[src/rtl/axi_vga_pkg.sv]
// Shared types and defaults for the VGA framebuffer fetch sequencer.
package axi_vga_pkg;

   // Sequencer states: IDLE (display off), OFF (enable-low settle window),
   // RUN (fetching), DRAIN (waiting for in-flight bursts to retire).
   typedef enum logic [1:0] {
      ST_IDLE  = 2'd0,
      ST_RUN   = 2'd1,
      ST_DRAIN = 2'd2,
      ST_OFF   = 2'd3
   } frame_ctrl_state_e;

   // Configuration handed to the fetch engine.
   typedef struct packed {
      logic [63:0] addr;
      logic [31:0] size;
      logic [7:0]  burst_len;
   } vga_cfg_t;

   localparam int unsigned MinOffCyclesDefault = 4;

endpackage

[src/rtl/vga_burst_tracker.sv]
// Counts AXI read bursts in flight: +1 per AR handshake, -1 per final R beat.
// The count saturates at MaxOutstanding and at 0.
module vga_burst_tracker #(
   parameter  int unsigned MaxOutstanding = 4,
   localparam int unsigned CntW           = $clog2(MaxOutstanding + 1)
) (
   input  logic            clk_i,
   input  logic            rst_i,
   input  logic            inc_i,
   input  logic            dec_i,
   input  logic            clear_i,
   output logic            idle_o,
   output logic [CntW-1:0] count_o
);

   localparam logic [CntW-1:0] CntMax = CntW'(MaxOutstanding);

   logic [CntW-1:0] count_q;

   // Outstanding-burst counter; simultaneous inc and dec cancel out.
   // NOTE: sequential state uses non-blocking assignments so every flop samples pre-edge values.
   always_ff @(posedge clk_i) begin
      if (rst_i || clear_i) begin
         count_q <= '0;
      end else if (inc_i && !dec_i && (count_q != CntMax)) begin
         count_q <= count_q + CntW'(1);
      end else if (dec_i && !inc_i && (count_q != '0)) begin
         count_q <= count_q - CntW'(1);
      end
   end

   assign idle_o  = (count_q == '0);
   assign count_o = count_q;

   // A final R beat with nothing outstanding means the monitor inputs are broken.
   a_no_count_underflow : assert property (@(posedge clk_i) disable iff (rst_i)
      !(dec_i && !inc_i && (count_q == '0)));

endmodule

[src/rtl/axi_vga_frame_ctrl.sv]
// Frame sequencer for the VGA fetch engine: owns the fetch configuration,
// performs vsync-aligned tear-free buffer swaps after draining in-flight
// bursts, counts frames and raises a shared interrupt pulse.
// Optional underflow detection is built when AXI_VGA_FRAME_CTRL_UNDERFLOW_EN
// is defined; otherwise underflow_o is tied low.
module axi_vga_frame_ctrl
   import axi_vga_pkg::*;
#(
   parameter int unsigned AXIStrbWidth   = 8,
   parameter int unsigned MaxOutstanding = 4,
   parameter int unsigned MinOffCycles   = MinOffCyclesDefault
) (
   input  logic        clk_i,
   input  logic        rst_i,
   input  logic        cfg_enable_i,
   input  logic [63:0] cfg_next_addr_i,
   input  logic        cfg_swap_req_i,
   input  logic [31:0] cfg_frame_size_i,
   input  logic [7:0]  cfg_burst_len_i,
   input  logic        underflow_clr_i,
   input  logic        vsync_i,
   input  logic        de_i,
   input  logic        mon_ar_hs_i,
   input  logic        mon_r_last_hs_i,
   input  logic        mon_px_hs_i,
   input  logic        mon_px_ready_i,
   output logic        fetch_enable_o,
   output logic [63:0] fetch_start_addr_o,
   output logic [31:0] fetch_frame_size_o,
   output logic [7:0]  fetch_burst_len_o,
   output logic [63:0] cur_addr_o,
   output logic        swap_pending_o,
   output logic [31:0] frame_cnt_o,
   output logic        underflow_o,
   output logic        irq_o
);

   localparam int unsigned     BeatShift = $clog2(AXIStrbWidth);
   localparam int unsigned     OffW      = $clog2(MinOffCycles + 1);
   localparam logic [OffW-1:0] OffLast   = OffW'(MinOffCycles - 1);
   localparam int unsigned     TrkW      = $clog2(MaxOutstanding + 1);

   frame_ctrl_state_e state_q, state_d;
   vga_cfg_t          cur_cfg_q;
   logic [63:0]       pend_addr_q;
   logic              pending_q;
   logic              fetch_enable_q;
   logic              drain_dis_q;
   logic [OffW-1:0]   off_cnt_q;
   logic [31:0]       beat_cnt_q;
   logic [31:0]       frame_cnt_q;
   logic [31:0]       beats_per_frame;
   logic              irq_q;

   logic              latch_cfg;
   logic              apply_swap;
   logic              enter_off;
   logic              frame_done;
   logic              uf_rise;
   logic              trk_idle;
   logic [TrkW-1:0]   trk_count;

   // The tracker is cleared in IDLE, where the fetch engine is fully quiesced.
   vga_burst_tracker #(
      .MaxOutstanding (MaxOutstanding)
   ) u_tracker (
      .clk_i   (clk_i),
      .rst_i   (rst_i),
      .inc_i   (mon_ar_hs_i),
      .dec_i   (mon_r_last_hs_i),
      .clear_i (state_q == ST_IDLE),
      .idle_o  (trk_idle),
      .count_o (trk_count)
   );

   a_idle_matches_count : assert property (@(posedge clk_i) disable iff (rst_i)
      trk_idle == (trk_count == '0));

   // Next-state logic; a falling enable always takes priority over a swap.
   // NOTE: every combinational output gets a default first so no latch is inferred.
   always_comb begin
      state_d    = state_q;
      latch_cfg  = 1'b0;
      apply_swap = 1'b0;
      enter_off  = 1'b0;
      unique case (state_q)
         ST_IDLE: begin
            if (cfg_enable_i) begin
               latch_cfg = 1'b1;
               enter_off = 1'b1;
               state_d   = ST_OFF;
            end
         end
         ST_OFF: begin
            if (!cfg_enable_i) begin
               state_d = ST_DRAIN;
            end else if (off_cnt_q == OffLast) begin
               state_d = ST_RUN;
            end
         end
         ST_RUN: begin
            if (!cfg_enable_i || (vsync_i && pending_q)) begin
               state_d = ST_DRAIN;
            end
         end
         ST_DRAIN: begin
            if (trk_idle) begin
               if (drain_dis_q || !cfg_enable_i) begin
                  state_d = ST_IDLE;
               end else begin
                  apply_swap = 1'b1;
                  enter_off  = 1'b1;
                  state_d    = ST_OFF;
               end
            end
         end
         default: state_d = ST_IDLE;
      endcase
   end

   // State register, registered fetch enable and the disable-drain marker.
   always_ff @(posedge clk_i) begin
      if (rst_i) begin
         state_q        <= ST_IDLE;
         fetch_enable_q <= 1'b0;
         drain_dis_q    <= 1'b0;
         off_cnt_q      <= '0;
      end else begin
         state_q        <= state_d;
         fetch_enable_q <= (state_d == ST_RUN);
         drain_dis_q    <= (state_d == ST_DRAIN) && (drain_dis_q || !cfg_enable_i);
         off_cnt_q      <= ((state_q == ST_OFF) && (state_d == ST_OFF)) ?
                           off_cnt_q + OffW'(1) : '0;
      end
   end

   // Current configuration and pending swap; a request in the apply cycle stays pending.
   always_ff @(posedge clk_i) begin
      if (rst_i) begin
         cur_cfg_q   <= '0;
         pend_addr_q <= '0;
         pending_q   <= 1'b0;
      end else begin
         if (latch_cfg) begin
            cur_cfg_q.addr      <= cfg_next_addr_i;
            cur_cfg_q.size      <= cfg_frame_size_i;
            cur_cfg_q.burst_len <= cfg_burst_len_i;
         end else if (apply_swap) begin
            cur_cfg_q.addr <= pend_addr_q;
         end
         if (cfg_swap_req_i) begin
            pend_addr_q <= cfg_next_addr_i;
            pending_q   <= 1'b1;
         end else if (apply_swap) begin
            pending_q <= 1'b0;
         end
      end
   end

   assign beats_per_frame = cur_cfg_q.size >> BeatShift;
   assign frame_done      = mon_px_hs_i && !enter_off &&
                            ((beat_cnt_q + 32'd1) == beats_per_frame);

   // Pixel beat counter and completed-frame counter.
   always_ff @(posedge clk_i) begin
      if (rst_i) begin
         beat_cnt_q  <= '0;
         frame_cnt_q <= '0;
      end else begin
         if (enter_off || frame_done) begin
            beat_cnt_q <= '0;
         end else if (mon_px_hs_i) begin
            beat_cnt_q <= beat_cnt_q + 32'd1;
         end
         if (frame_done) begin
            frame_cnt_q <= frame_cnt_q + 32'd1;
         end
      end
   end

`ifdef AXI_VGA_FRAME_CTRL_UNDERFLOW_EN
   logic uf_cond, uf_cond_q, uf_q;

   assign uf_cond = de_i && mon_px_ready_i && !mon_px_hs_i && (state_q == ST_RUN);
   assign uf_rise = uf_cond && !uf_cond_q;

   // Sticky underflow flag; a new rising edge beats a simultaneous clear.
   always_ff @(posedge clk_i) begin
      if (rst_i) begin
         uf_cond_q <= 1'b0;
         uf_q      <= 1'b0;
      end else begin
         uf_cond_q <= uf_cond;
         if (uf_rise) begin
            uf_q <= 1'b1;
         end else if (underflow_clr_i) begin
            uf_q <= 1'b0;
         end
      end
   end

   assign underflow_o = uf_q;
`else
   logic unused_uf;

   assign unused_uf   = ^{de_i, mon_px_ready_i, underflow_clr_i};
   assign uf_rise     = 1'b0;
   assign underflow_o = 1'b0;
`endif

   // One shared interrupt pulse for frame done, swap done and underflow onset.
   always_ff @(posedge clk_i) begin
      if (rst_i) begin
         irq_q <= 1'b0;
      end else begin
         irq_q <= frame_done || apply_swap || uf_rise;
      end
   end

   assign fetch_enable_o     = fetch_enable_q;
   assign fetch_start_addr_o = cur_cfg_q.addr;
   assign fetch_frame_size_o = cur_cfg_q.size;
   assign fetch_burst_len_o  = cur_cfg_q.burst_len;
   assign cur_addr_o         = cur_cfg_q.addr;
   assign swap_pending_o     = pending_q;
   assign frame_cnt_o        = frame_cnt_q;
   assign irq_o              = irq_q;

endmodule

[config.mk]
export PLATFORM = sky130hd
export DESIGN_NAME = axi_vga_frame_ctrl
export DESIGN_NICKNAME = d
export VERILOG_FILES = /design/src/rtl/axi_vga_pkg.sv /design/src/rtl/vga_burst_tracker.sv /design/src/rtl/axi_vga_frame_ctrl.sv
export SDC_FILE = /design/constraint.sdc
export NUM_CORES = 1
export LEC_CHECK = 0
export BUFFER_PORTS_ARGS = -buffer_cell sky130_fd_sc_hd__buf_2
export CAP_MARGIN = 40
export CORE_UTILIZATION = 50
export CTS_CLUSTER_SIZE = 30
export DETAILED_ROUTE_END_ITERATION = 12
export GPL_TIMING_DRIVEN = 0
export PLACE_DENSITY = 0.77
export SLEW_MARGIN = 20
export SYNTH_ARGS = -nofsm -noshare
export SYNTH_HDL_FRONTEND = slang
export SYNTH_SLANG_ARGS = --single-unit
[constraint.sdc]
create_clock -name clk_i -period 6.8 [get_ports clk_i]
set_input_delay 0.68 -clock clk_i [delete_from_list [all_inputs] [get_ports clk_i]]
set_output_delay 0.68 -clock clk_i [all_outputs]
set_load 0.03 [all_outputs]
# After elaboration in Yosys (flattened, before gate mapping)
# Cells that the tools add are included.
[totals]
inputBits = 115
register_bits = 244
[classes]
add_sub_neg = 5
bitwise_logic = 1
n_reduce_logical = 26
n_mux = 19
n_eq_ne = 9
[op_table]
columns = ["cell", "count"]
rows = [
  ["2-to-1 mux 64 bit", 2],
  ["adder 32 x 1 -> 32 bit, second input constant", 2],
  ["== test 32 x 29 -> 1 bit", 1],
  ["2-to-1 mux 2 bit", 6],
  ["logical AND 1 bit", 9],
  ["== test 2 bit, second input constant", 4],
  ["one-hot mux 2 bit (4 select lines)", 1],
  ["2-to-1 mux 1 bit", 7],
  ["adder 3 x 1 -> 3 bit, second input constant", 2],
  ["2-to-1 mux 3 bit", 2],
  ["nonzero test 2 bit", 3],
  ["logical OR 1 bit", 5],
  ["== test 2 x 1 -> 1 bit, second input constant", 2],
  ["logical NOT 1 bit", 4],
  ["OR reduction 2 bit", 2],
  ["== test 3 x 2 -> 1 bit, second input constant", 1],
  ["logical NOT 3 bit", 1],
  ["!= test 3 bit, second input constant", 1],
  ["nonzero test 3 bit", 1],
  ["subtractor 3 x 1 -> 3 bit, second input constant", 1],
  ["logical NOT 2 bit", 1],
  ["one-hot mux 1 bit (2 select lines)", 1],
  ["inverter 1 bit", 1],
]

# Longest topological paths before layout
[depth]
word_depth = 10
mapped_depth = 13

# Modules after synthesis
# From an unflattened synthesis, not the netlist that was laid out.
[unflattened]
hier_cells = 1413
hier_area_um2 = 11647.4
[by_module_without_submodules]
columns = ["module", "cells_each", "area_each_um2", "instances"]
rows = [
  ["axi_vga_frame_ctrl", 1388, 11427.2, 1],
  ["vga_burst_tracker", 25, 220.2, 1],
]

# Least setup slack after synthesis
# OpenSTA, ideal clock, no wires.
[synth_path]
kind = "register to register"
startpoint = "reg beat_cnt_q[0]"
endpoint = "reg frame_cnt_q[11], in the netlist frame_cnt_o[11]"
path_stages_with_launch = 12
synth_period_minus_slack_ps = 3295
arrival_time_ps = 3171
setup_time_ps = 123
setup_slack_ps = 3505
n_path_buf = 2
cell_sequence = "dfxtp_1 > ha_1 > nand3_1 > nor4_2 > buf_2 > nand4_1 > and3_1 > or3_1 > or4b_1 > clkbuf_1 > nor3_1 > mux2_1"
[synth_between]
elab_chain_cells = 3
[synth_rtl]
columns = ["element", "line", "text"]
rows = [
  ["start: declaration", "axi_vga_frame_ctrl.sv:50", "logic [31:0] beat_cnt_q;"],
  ["start signal: assignment", "axi_vga_frame_ctrl.sv:173", "beat_cnt_q <= beat_cnt_q + 32'd1;"],
  ["adder 32 x 1 -> 32 bit", "axi_vga_frame_ctrl.sv:162", "((beat_cnt_q + 32'd1) == beats_per_frame);"],
  ["== test 32 x 29 -> 1 bit", "axi_vga_frame_ctrl.sv:162", ""],
  ["logical AND 1 bit", "axi_vga_frame_ctrl.sv:161", "assign frame_done = mon_px_hs_i && !enter_off &&"],
  ["end signal: assignment", "axi_vga_frame_ctrl.sv:176", "frame_cnt_q <= frame_cnt_q + 32'd1;"],
  ["end: declaration", "axi_vga_frame_ctrl.sv:51", "logic [31:0] frame_cnt_q;"],
]
# No other way between the ends.
# A chain may end at the register's enable or synchronous reset.

# Worst setup path after layout
[layout_path]
startpoint = "reg beat_cnt_q[10]"
endpoint = "reg beat_cnt_q[4]"
[layout_between]
elab_chain_cells = 5
[layout_rtl]
columns = ["element", "line", "text"]
rows = [
  ["adder 32 x 1 -> 32 bit", "axi_vga_frame_ctrl.sv:162", ""],
  ["== test 32 x 29 -> 1 bit", "axi_vga_frame_ctrl.sv:162", ""],
  ["logical AND 1 bit", "axi_vga_frame_ctrl.sv:161", ""],
  ["logical OR 1 bit", "axi_vga_frame_ctrl.sv:170", "if (enter_off || frame_done) begin"],
  ["OR reduction 2 bit (no line)", "--", ""],
]
# No other way between the ends.

==> results.json <==
{
  "outcome": "finished clean",
  "setup_viol": 0,
  "crit_fanout": 10,
  "vdd_ir_drop_max_mv": 0.209,
  "grt_pass1_wl_um": 55400,
  "yosys.area.top_type": "dfxtp_1",
  "grt_use_met1_pct": 35.4,
  "seq_power_share_pct": 41.3,
  "ys.warnings.count": 0,
  "placed_cells": 2049,
  "finalHoldViolations": 0,
  "slew_headroom_pct": 42.9,
  "synthesis.nets": 1543,
  "hpwl_um": 25800,
  "clock_skew_ps": 11.6,
  "ys_top_cells_by_area": "dfxtp_1, nand2_1, nor2_1, mux2i_1, a311oi_1",
  "min_path_type": "input pin to register",
  "routed_wl_um": 35100,
  "overflow": 0,
  "cpLargestDelayFamily": "simple AND/OR/NAND/NOR gates",
  "cts_resized": 0,
  "synth_edf_count": 0,
  "period_needed_ps": 4170,
  "final_cell_mix": "buf_2, nand2_1, dfxtp_1",
  "p_leak_nw": 6.36,
  "p_total_mw": 3.87,
  "synth_cells": 1423,
  "syn-cell-area_mm2": 0.0117,
  "syn-mean-instance-area_um2": 8.19,
  "cts_tree": "yes",
  "cp-start-kind": "register",
  "area_growth_pct": 24.5,
  "die_area_mm2": 0.0239,
  "dr.pass1.iters": 5,
  "fp-row-count": 55,
  "ios": 319,
  "clkLatencyLatePin_ps": 550,
  "coreArea_mm2": 0.0228,
  "via_per_inst": 5.47,
  "synthDistinctLibCells": 65,
  "n_fill_cell": 2016,
  "met3_usage_pct": 5.04,
  "fp.dieW_um": 155,
  "synth_seq_cells": 244,
  "finalMaxSlewViolations": 0,
  "antenna_found_initial": 5,
  "final_util_pct": 63.7,
  "p_per_area_mw_per_mm2": 267,
  "die_h_um": 155,
  "seq_area_frac_synth_pct": 41.9,
  "synth_flop_cell": "dfxtp_1",
  "cpMaxStageDelayCell": "nor4_1",
  "holdWs_ps": 367,
  "wl_per_cell_um": 16.7,
  "pwr-share-comb_pct": 20.6,
  "met2_usage_pct": 50.7,
  "drt_iter0_drc": 781,
  "grt_max_degree": 15,
  "critPathCaptureType": "register",
  "fmax_mhz": 240,
  "grt.busiest_layer": "met2",
  "final_common_cell": "buf_2",
  "tightest_slew_ps": 848,
  "p_int_mw": 2.66,
  "layoutNonFillerInstCount": 2097,
  "critPathMaxStageDelay_ps": 820,
  "via_count": 11476,
  "cp_num_buf_inv": 4,
  "finalCritPeriodShare_pct": 61.3,
  "synth_top_area_share_pct": 41.9,
  "cts-htree-levels": 1,
  "grt_pass1_vias": 10736,
  "clkPwrFrac_pct": 38.2,
  "setup_tns_ps": 0,
  "drv_cap": 0,
  "cp.arrival_ps": 4590,
  "hold_buffers": 0,
  "clkSinkCount": 244,
  "crit_type": "register to register",
  "root_buffer": "clkbuf_16",
  "clkSlewWorstSetupHoldPaths_ps": 60,
  "p_switching_mw": 1.21,
  "drive_gt1_share_pct": 24.8,
  "path_cells": "buf_2 > nand4_1 > nor4_1 > and3_1 > nand3_1 > a21boi_1 > or4b_1 > buf_2 > clkbuf_1 > o21ai_1 > buf_2 > nor2_1",
  "ant_nets": 0,
  "required_ps": 7230,
  "cts_buffers": 26,
  "final_nets": 1884,
  "portBuffers": 312,
  "clockBufferDepth": 3,
  "place_congestion": 0.922,
  "ys_async_sr_fraction_pct": 0,
  "cts_setup_buffers": 0,
  "grt_use_total_pct": 28.7,
  "crit_path_frequent_cell": "buf_2",
  "start_util_pct": 51.2,
  "sw_frac_of_total_pct": 31.3,
  "route.detailed.drc": 0,
  "rsz0062_at_grt": "no"
}
==> worst register-to-register path, cell delays in order, from the launching register on <==
cell and delay, ps:
dfxtp_1 310, buf_2 180, nand4_1 270, nor4_1 820, and3_1 290, nand3_1 70
a21boi_1 170, or4b_1 520, buf_2 190, clkbuf_1 270, o21ai_1 530, buf_2 360
nor2_1 80
==> cells by family after synthesis <==
group / Yosys count / synth area share (%)
muxes: 82 / 7.19
other: 1 / 0.0322
and+or+nand+nor: 656 / 25.7
AOI/OAI and AO/OA: 186 / 11.2
xor gates and xnor gates: 71 / 5.33
buffers and inverters: 178 / 8.06
DFF: 244 / 41.9
adders and majority gates: 5 / 0.601
==> state kept, by name, summed over array words and instances, names as in the netlist <==
signal,cells
cur_addr_o,64
beat_cnt_q,32
swap_pending_o,1
fetch_burst_len_o,8
irq_o,1
u_tracker.count_o,3
fetch_enable_o,1
frame_cnt_o,32
pend_addr_q,64
drain_dis_q,1
state_q,2
fetch_frame_size_o,32
off_cnt_q,3
==> area by class of cell <==
| type | instances | area [um^2] | area share, % |
|---|---|---|---|
| antenna | 4 | 10.0 | 0.0689 |
| buffer | 168 | 902 | 6.21 |
| clock buffer | 36 | 738 | 5.08 |
| clock inverter | 8 | 146 | 1.01 |
| inverter | 10 | 37.5 | 0.259 |
| multi-input combinational | 1001 | 5830 | 40.2 |
| sequential | 244 | 4880 | 33.6 |
| tap | 313 | 392 | 2.70 |
| timing repair buffer | 313 | 1570 | 10.8 |
==> power groups by stage <==
stage               clock, mW  combinational (mW)  sequential [mW]
detailed placement          0               0.794             1.63
finish                   1.48               0.797             1.60
CTS                      1.49               0.798             1.60
global placement            0               0.783             1.62
floorplan                   0               0.426             1.73
global route             1.55               0.855             1.61
==> final timing paths <==
kind / from / endpoint / slack [ps] / cells past startpoint
setup / recovery: beat_cnt_q[10]$_SDFFE_PP0P_ / beat_cnt_q[4]$_SDFFE_PP0P_ / 2630 / 12
hold / removal: cfg_burst_len_i[6] / fetch_burst_len_o[6]$_SDFFE_PP0P_ / 370 / 3
setup reg to reg: beat_cnt_q[10]$_SDFFE_PP0P_ / beat_cnt_q[4]$_SDFFE_PP0P_ / 2630 / 12
hold reg to reg: off_cnt_q[0]$_SDFF_PP0_ / off_cnt_q[0]$_SDFF_PP0_ / 430 / 1
==> per-layer routing <==
metal  vias to the layer above  wire length [um]  part of all wire [%]
met2                       453             17000                    48
met3                        71              2620                   7.4
met4                         2               858                   2.4
met5                         -                10                 0.028
li1                       5544                 -                     -
met1                      5406             14600                    42
==> per-stage QoR <==
step / instance area (um^2) / worst slack (ps)
floorplan: 11700 / 3510
global placement: 13600 / 2720
detailed placement: 13600 / 2710
CTS: 14500 / 2700
global route: 14500 / 2400
finish: 14500 / 2630
==> cells in the mapped netlist (10+ instances only) <==
library cell	instances
buf_1	10
or4_1	16
nor2b_1	19
xor2_1	32
nand2_1	248
dfxtp_1	244
and3_1	19
nand4_1	34
inv_1	10
mux2_1	14
buf_2	13
mux2i_1	68
clkbuf_1	78
nand3_1	37
xnor2_1	39
a21oi_1	70
nor4_1	13
a311oi_1	64
o31ai_1	15
buf_4	66
nor3_1	26
nor2_1	201
(Power assumes the default switching activity.)
